===== src/rtl/evm_ballot_ctrl.sv =====
// EVM ballot controller: armed single-vote handshake, saturating tallies, confirmation LEDs,
// and a sequential winner/tie scan once the poll closes.

module evm_led_timer #(
    parameter int LED_HOLD = 2
) (
    input  logic clk,
    input  logic rst,
    input  logic clr,
    input  logic load,
    output logic on
);
    localparam int TW = $clog2(LED_HOLD + 1);

    logic [TW-1:0] cnt;

    always_ff @(posedge clk or posedge rst) begin
        if (rst)                cnt <= '0;
        else if (clr)           cnt <= '0;
        else if (load)          cnt <= TW'(LED_HOLD);
        else if (cnt != '0)     cnt <= cnt - TW'(1);
    end

    assign on = (cnt != '0);
endmodule

module evm_ballot_ctrl #(
    parameter int N_CAND   = 5,
    parameter int CNT_W    = 8,
    parameter int LED_HOLD = 2
) (
    input  logic                             clk,
    input  logic                             rst,
    input  logic                             session_en,
    input  logic                             ballot_arm,
    input  logic                             close,
    input  logic                             vo_valid,
    input  logic [N_CAND-1:0]                vo_switch,
    input  logic [$clog2(N_CAND)-1:0]        tally_sel,
    output logic                             vo_ready,
    output logic [CNT_W-1:0]                 tally,
    output logic [CNT_W+$clog2(N_CAND)-1:0]  total,
    output logic [N_CAND-1:0]                pled,
    output logic                             invalid,
    output logic                             overflow,
    output logic [$clog2(N_CAND)-1:0]        winner,
    output logic                             tie,
    output logic                             result_valid
);
    localparam int SEL_W = $clog2(N_CAND);
    localparam int TOT_W = CNT_W + SEL_W;

    typedef enum logic [2:0] {IDLE, LOCK, ARMED, SCAN, DONE} state_t;

    state_t                        state, state_nx;
    logic [N_CAND-1:0][CNT_W-1:0]  tallies;
    logic [CNT_W-1:0]              best;
    logic [SEL_W-1:0]              scan_idx;
    logic [SEL_W-1:0]              sel_idx;
    logic [CNT_W-1:0]              cur;
    logic                          onehot, open, accept, reject, sat;

    assign onehot = (vo_switch != '0) && ((vo_switch & (vo_switch - N_CAND'(1))) == '0);
    assign open   = (state == IDLE) && session_en;
    // close wins over a same-cycle cast: the ballot is simply dropped
    assign accept = (state == ARMED) && vo_valid && !close && onehot;
    assign reject = (state == ARMED) && vo_valid && !close && !onehot;
    assign sat    = (tallies[sel_idx] == '1);
    assign cur    = tallies[scan_idx];

    always_comb begin
        sel_idx = '0;
        for (int i = 0; i < N_CAND; i++)
            if (vo_switch[i]) sel_idx = SEL_W'(i);
    end

    always_comb begin
        tally = '0;
        for (int i = 0; i < N_CAND; i++)
            if (tally_sel == SEL_W'(i)) tally = tallies[i];
    end

    always_ff @(posedge clk or posedge rst) begin
        if (rst) state <= IDLE;
        else     state <= state_nx;
    end

    always_comb begin
        state_nx = state;
        case (state)
            IDLE:    if (session_en) state_nx = LOCK;
            LOCK:    if (close) state_nx = SCAN;
                     else if (ballot_arm) state_nx = ARMED;
            ARMED:   if (close) state_nx = SCAN;
                     else if (accept) state_nx = LOCK;
            SCAN:    if (scan_idx == SEL_W'(N_CAND - 2)) state_nx = DONE;
            DONE:    if (!session_en) state_nx = IDLE;
            default: state_nx = IDLE;
        endcase
    end

    always_comb begin
        result_valid = (state == DONE);
    end

    always_ff @(posedge clk or posedge rst) begin
        if (rst) begin
            tallies  <= '0;
            total    <= '0;
            overflow <= 1'b0;
            winner   <= '0;
            tie      <= 1'b0;
            best     <= '0;
            scan_idx <= '0;
            vo_ready <= 1'b0;
            invalid  <= 1'b0;
        end else begin
            vo_ready <= (state_nx == ARMED);
            invalid  <= reject;
            if (open) begin
                tallies  <= '0;
                total    <= '0;
                overflow <= 1'b0;
                winner   <= '0;
                tie      <= 1'b0;
            end
            if (accept) begin
                if (sat) overflow <= 1'b1;
                else begin
                    tallies[sel_idx] <= tallies[sel_idx] + CNT_W'(1);
                    total            <= total + TOT_W'(1);
                end
            end
            if (state != SCAN && state_nx == SCAN) begin
                scan_idx <= '0;
            end else if (state == SCAN) begin
                scan_idx <= scan_idx + SEL_W'(1);
                // NOTA sits at the top index and is never visited
                if (scan_idx == '0) begin
                    winner <= '0;
                    best   <= cur;
                    tie    <= 1'b0;
                end else if (cur > best) begin
                    winner <= scan_idx;
                    best   <= cur;
                    tie    <= 1'b0;
                end else if (cur == best) begin
                    tie <= 1'b1;
                end
            end
        end
    end

    for (genvar g = 0; g < N_CAND; g++) begin : g_led
        evm_led_timer #(.LED_HOLD(LED_HOLD)) u_led (
            .clk  (clk),
            .rst  (rst),
            .clr  (open),
            .load (accept && (sel_idx == SEL_W'(g))),
            .on   (pled[g])
        );
    end
endmodule

===== config.mk =====
export PLATFORM = sky130hd
export DESIGN_NAME = evm_ballot_ctrl
export DESIGN_NICKNAME = d
export VERILOG_FILES = /design/src/rtl/evm_ballot_ctrl.sv
export SDC_FILE = /design/constraint.sdc
export NUM_CORES = 1
export LEC_CHECK = 0
export CAP_MARGIN = 20
export CORE_ASPECT_RATIO = 0.75
export CORE_MARGIN = 1.5
export CORE_UTILIZATION = 50
export CTS_BUF_LIST = sky130_fd_sc_hd__clkbuf_8 sky130_fd_sc_hd__clkbuf_16
export DETAILED_ROUTE_END_ITERATION = 6
export GPL_TIMING_DRIVEN = 0
export PLACE_DENSITY_LB_ADDON = 0.12
export SLEW_MARGIN = 5
export SYNTH_ARGS = -nofsm -noshare
export SYNTH_HDL_FRONTEND = slang
export SYNTH_SLANG_ARGS = --single-unit

===== constraint.sdc =====
create_clock -name clk -period 3.7 [get_ports clk]
set_input_delay 0.555 -clock clk [delete_from_list [all_inputs] [get_ports clk]]
set_output_delay 0.555 -clock clk [all_outputs]
set_load 0.03 [all_outputs]

==> flow_summary.html <==
<table>
<tr><th>Metric</th><th>Value</th></tr>
<tr><th colspan="2">Die</th></tr>
<tr><td>Horizontal die dimension</td><td>120 um</td></tr>
<tr><td>FP Rows</td><td>31</td></tr>
<tr><td>Chip Height</td><td>90.7 um</td></tr>
<tr><td>Core area</td><td>9810 sq um</td></tr>
<tr><td>Die Outline Area</td><td>10900 sq um</td></tr>
<tr><td>Number of placed I/O pins</td><td>46</td></tr>
<tr><td>Initial cell density of the core</td><td>0.523</td></tr>
<tr><th colspan="2">Worst hold path</th></tr>
<tr><td>Min-delay worst type</td><td>register to register</td></tr>
<tr><td>WHS Path Cells</td><td>1</td></tr>
<tr><th colspan="2">Global routing</th></tr>
<tr><td>Met1 GRT Util</td><td>0.372</td></tr>
<tr><td>Vias in the first global route</td><td>4217</td></tr>
<tr><td>Met3 demand-to-capacity share in global routing</td><td>0.0631</td></tr>
<tr><td>Wire length of the first global-routing pass</td><td>22.3 mm</td></tr>
<tr><td>Most crowded layer after global routing</td><td>met2</td></tr>
<tr><td>Total global routing track utilization</td><td>0.265</td></tr>
<tr><td>Met2 usage in global routing</td><td>0.405</td></tr>
<tr><td>Overall overflow remaining after global route</td><td>0</td></tr>
<tr><td>Initial antenna violation count</td><td>0</td></tr>
<tr><td>Largest net degree at the start of global routing</td><td>64</td></tr>
<tr><th colspan="2">Placement</th></tr>
<tr><td>Total placed instance area</td><td>5740 sq um</td></tr>
<tr><td>Final RePlAce weighted congestion</td><td>0.910</td></tr>
<tr><td>Sum of net half-perimeters after detailed placement</td><td>9.72 mm</td></tr>
<tr><td>Total of buffers placed on input and output ports</td><td>41</td></tr>
<tr><td>Number of placed cells counting well taps</td><td>686</td></tr>
<tr><th colspan="2">Route</th></tr>
<tr><td>Remaining number of nets flagged by the antenna check after routing</td><td>0</td></tr>
<tr><td>Iter 0 DRT Violations</td><td>313</td></tr>
<tr><td>Pre-Repair DR Iteration Count</td><td>5</td></tr>
<tr><td>Final WL</td><td>13.5 mm</td></tr>
<tr><td>Detailed-route via count</td><td>4217</td></tr>
<tr><td>Average wire per standard cell</td><td>19.2 um</td></tr>
<tr><td>DRC viols</td><td>0</td></tr>
<tr><td>Vias per Instance</td><td>5.98</td></tr>
<tr><th colspan="2">Clock tree</th></tr>
<tr><td>Hold-fix buffers at CTS</td><td>0</td></tr>
<tr><td>Number of sinks driven by the clock tree</td><td>82</td></tr>
<tr><td>Clock tree from TritonCTS</td><td>built</td></tr>
<tr><td>Cts bufs inserted</td><td>9</td></tr>
<tr><td>CTS root buffer</td><td>sky130_fd_sc_hd__clkbuf_16</td></tr>
<tr><td>H-tree level count</td><td>3</td></tr>
<tr><td>CTS clk-pin slew, worst paths</td><td>60 ps</td></tr>
<tr><td>Maximum clock insertion buffer count</td><td>2</td></tr>
<tr><td>Clock insertion delay at the later pin of the skew report</td><td>350 ps</td></tr>
<tr><th colspan="2">Critical path</th></tr>
<tr><td>Instance count on the critical path</td><td>6</td></tr>
<tr><td>Reg-to-reg endpoint</td><td>best[3]</td></tr>
<tr><td>Critical Path End</td><td>tally[4]</td></tr>
<tr><td>Critical Setup Path Class</td><td>primary input to output port</td></tr>
<tr><td>Startpoint of the worst setup timing path</td><td>tally_sel[1]</td></tr>
<tr><td>Top cell family by delay on the critical path</td><td>buffers and inverters</td></tr>
<tr><td>Worst reg2reg path startpoint</td><td>scan_idx[0]</td></tr>
<tr><td>Setup slack, reg-to-reg</td><td>220 ps</td></tr>
<tr><td>Top cell by count, worst path</td><td>sky130_fd_sc_hd__clkdlybuf4s50_1</td></tr>
<tr><td>Crit path cell chain</td><td>clkdlybuf4s50_1 &gt; clkbuf_1 &gt; nor2b_1 &gt; a22oi_1 &gt; o22ai_1 &gt; clkdlybuf4s50_1</td></tr>
<tr><td>Cell with the largest stage delay on the worst path</td><td>sky130_fd_sc_hd__clkdlybuf4s50_1</td></tr>
<tr><td>Kind of end point of the critical path</td><td>output port</td></tr>
<tr><td>Count of buffer and inverter cells on the critical path</td><td>3</td></tr>
<tr><td>Depth of the most critical reg-to-reg path</td><td>11</td></tr>
<tr><td>Required time of the critical path</td><td>3140 ps</td></tr>
<tr><td>Delay of the slowest cell on the worst path</td><td>710 ps</td></tr>
<tr><td>Critical-path maximum fanout</td><td>10</td></tr>
<tr><td>Crit path arrival time</td><td>2990 ps</td></tr>
<tr><td>Startpoint type of the worst setup path</td><td>primary input</td></tr>
<tr><th colspan="2">Timing</th></tr>
<tr><td>Number of max-slew violations in the final report</td><td>0</td></tr>
<tr><td>Final hold violations</td><td>0</td></tr>
<tr><td>Total of endpoints with negative setup slack in the final report</td><td>0</td></tr>
<tr><td>Post-layout min period</td><td>3540 ps</td></tr>
<tr><td>Tcrit/Tclk final</td><td>0.957</td></tr>
<tr><td>Tightest slew margin relative to the limit</td><td>0.539</td></tr>
<tr><td>RSZ-0062 raised after global routing</td><td>false</td></tr>
<tr><td>Clock tree skew after final layout</td><td>7.21 ps</td></tr>
<tr><td>Actual transition at the worst max-transition pin</td><td>691 ps</td></tr>
<tr><td>Highest clock rate</td><td>282 MHz</td></tr>
<tr><th colspan="2">Logic synthesis</th></tr>
<tr><td>Number of distinct standard cells referenced by the synthesized netlist</td><td>66</td></tr>
<tr><td>Syn Inst Count</td><td>512</td></tr>
<tr><td>Net count after synthesis</td><td>544</td></tr>
<tr><td>Average cell area after synthesis</td><td>10.0 sq um</td></tr>
<tr><td>Mux cell area share after synthesis</td><td>0.174</td></tr>
<tr><td>Leading post-synthesis cells by cell area</td><td>sky130_fd_sc_hd__dfrtp_1, sky130_fd_sc_hd__mux2i_1, sky130_fd_sc_hd__ha_1</td></tr>
<tr><td>Area share of the largest cell type after synthesis</td><td>0.400</td></tr>
<tr><td>Synth warnings</td><td>0</td></tr>
<tr><td>Dominant combinational cell family by area after synthesis</td><td>multiplexers</td></tr>
<tr><td>Fraction of synthesis flops using an asynchronous set or reset pin</td><td>1.00</td></tr>
<tr><td>Fraction of the mapped netlist area in compound gates</td><td>0.141</td></tr>
<tr><td>Sequential area share after synthesis</td><td>0.400</td></tr>
<tr><td>Prevailing post-synth register cell</td><td>sky130_fd_sc_hd__dfrtp_1</td></tr>
<tr><td>Most frequently used cell type in the post-synthesis netlist</td><td>sky130_fd_sc_hd__dfrtp_1</td></tr>
<tr><td>Xor/xnor share of the synthesized area</td><td>0.0205</td></tr>
<tr><td>Area fraction in and, or, nand and nor cells after synthesis</td><td>0.166</td></tr>
<tr><td>Synthesized cell area</td><td>5130 sq um</td></tr>
<tr><td>Number of synthesized flops with an enable pin</td><td>0</td></tr>
<tr><td>Post-synthesis share of cell area spent on full adders, half adders and majority gates</td><td>0.0439</td></tr>
<tr><td>Most frequent cells after synthesis</td><td>sky130_fd_sc_hd__dfrtp_1, sky130_fd_sc_hd__nand2_1, sky130_fd_sc_hd__mux2i_1</td></tr>
<tr><td>Top cell type by total area after synthesis</td><td>sky130_fd_sc_hd__dfrtp_1</td></tr>
<tr><td>Synthesized flop and latch total</td><td>82</td></tr>
<tr><th colspan="2">Finish</th></tr>
<tr><td>Diode count</td><td>0</td></tr>
<tr><td>P&amp;R area growth vs syn</td><td>18.2%</td></tr>
<tr><td>Filler instances</td><td>862</td></tr>
<tr><td>Register area</td><td>2050 sq um</td></tr>
<tr><td>Share of final-layout standard cells stronger than drive strength 1</td><td>0.134</td></tr>
<tr><td>Final instance count without filler cells</td><td>705</td></tr>
<tr><td>Post-layout nets</td><td>600</td></tr>
<tr><td>Summed area of non-filler cells in the final layout</td><td>6070 sq um</td></tr>
<tr><td>Multi-input gate area in the final layout</td><td>2820 sq um</td></tr>
<tr><th colspan="2">Power</th></tr>
<tr><td>PwrDens</td><td>559 nW/um^2</td></tr>
<tr><td>Leakage dissipation</td><td>2.80 nW</td></tr>
<tr><td>Largest voltage drop on the vdd net</td><td>0.000284 V</td></tr>
<tr><td>Total power after layout</td><td>3.39 mW</td></tr>
<tr><th colspan="2">Run</th></tr>
<tr><td>Number of maximum-capacitance violations</td><td>0</td></tr>
<tr><th colspan="2">Run status</th></tr>
<tr><td>Status</td><td>completed</td></tr>
</table>
==> layer usage <==
metal  wire [um]  part of all wire  up-vias
li1            -                 -     1947
met5           0                 0        -
met3         955             0.071       30
met2        6050              0.45      167
met4         327             0.024        0
met1        6200              0.46     2073
==> cells in the final DEF, fill, tap and decap left out, types with 3 or more instances in the layout <==
master	netlist	layout
sky130_fd_sc_hd__dfrtp_1	82	82
sky130_fd_sc_hd__buf_2	5	6
sky130_fd_sc_hd__nand4_1	8	8
sky130_fd_sc_hd__clkdlybuf4s50_1	0	41
sky130_fd_sc_hd__buf_4	5	9
sky130_fd_sc_hd__nand3_1	6	6
sky130_fd_sc_hd__o21a_1	5	5
sky130_fd_sc_hd__nand2_1	59	59
sky130_fd_sc_hd__and2_1	4	4
sky130_fd_sc_hd__nand3b_1	5	5
sky130_fd_sc_hd__xnor2_1	5	5
sky130_fd_sc_hd__mux4_2	10	10
sky130_fd_sc_hd__nor2_1	27	27
sky130_fd_sc_hd__a32o_1	8	8
sky130_fd_sc_hd__o22ai_1	7	7
sky130_fd_sc_hd__mux2i_1	53	53
sky130_fd_sc_hd__or2_2	4	4
sky130_fd_sc_hd__o211ai_1	3	3
sky130_fd_sc_hd__and3_1	3	3
sky130_fd_sc_hd__nor2b_1	11	11
sky130_fd_sc_hd__a21oi_1	15	15
sky130_fd_sc_hd__nor3_1	15	13
sky130_fd_sc_hd__nand2b_1	5	5
sky130_fd_sc_hd__o32a_1	3	3
sky130_fd_sc_hd__mux2_2	11	11
sky130_fd_sc_hd__inv_1	33	34
sky130_fd_sc_hd__a22oi_1	8	8
sky130_fd_sc_hd__a21o_1	4	4
sky130_fd_sc_hd__a22o_1	11	11
sky130_fd_sc_hd__o21ai_0	10	9
sky130_fd_sc_hd__xor2_1	7	7
sky130_fd_sc_hd__clkbuf_16	0	9
sky130_fd_sc_hd__ha_1	18	18
sky130_fd_sc_hd__clkbuf_1	16	15
==> sequential cells by signal, indices dropped and copies added, names as in the netlist <==
signal           cells
best                 8
g_led.u_led.cnt     10
invalid              1
overflow             1
scan_idx             3
state                3
tallies             40
tie                  1
total               11
vo_ready             1
winner               3
==> worst min-delay path by stage <==
stage	from	to	slack [ps]
6_report	total[4]	total[4]	500
5_1_grt	best[2]	best[2]	530
4_1_cts	total[10]	total[10]	490
3_3_place_gp	total[10]	total[10]	470
3_5_place_dp	total[10]	total[10]	470
2_1_floorplan	best[5]	best[5]	480
==> stage by stage <==
stage,setup TNS (ps),hold WS (ps),util,setup WS (ps)
2_1_floorplan,0,479,-,207
3_3_place_gp,-37960,468,0.582,-763
3_5_place_dp,-8100,473,0.585,-711
4_1_cts,0,495,0.615,62.6
5_1_grt,0,526,0.618,37.7
6_report,0,499,0.618,160
==> area by class of cell <==
type / instances / area share
tap: 132 / 0.0272
timing repair buffer: 45 / 0.0759
multi-input combinational: 365 / 0.464
inverter: 34 / 0.0214
clock inverter: 5 / 0.00495
buffer: 31 / 0.0264
sequential: 82 / 0.338
clock buffer: 11 / 0.0417
==> kinds of logic after synthesis <==
group                      after synthesis
muxes                                   75
AOI/OAI and AO/OA                       96
adders and majority gates               18
buffers and inverters                   65
and+or+nand+nor                        164
DFF                                     82
xor gates and xnor gates                12
==> repair_timing <==
| action | CTS | global route |
|---|---|---|
| resized for setup | 6 | 4 |
| pin swaps | 0 | 1 |
| hold endpoints to repair | 0 | 0 |
| buffers inserted | 0 | 3 |
| endpoints found under the setup margin | 12 | 18 |
==> power by group <==
| group | leakage, nW | internal [mW] | switching, mW |
|---|---|---|---|
| logic | 1.55 | 0.597 | 0.758 |
| clock network | 0.149 | 0.489 | 0.365 |
| registers | 1.11 | 1.05 | 0.130 |
Power figures use the tool's default switching activity.
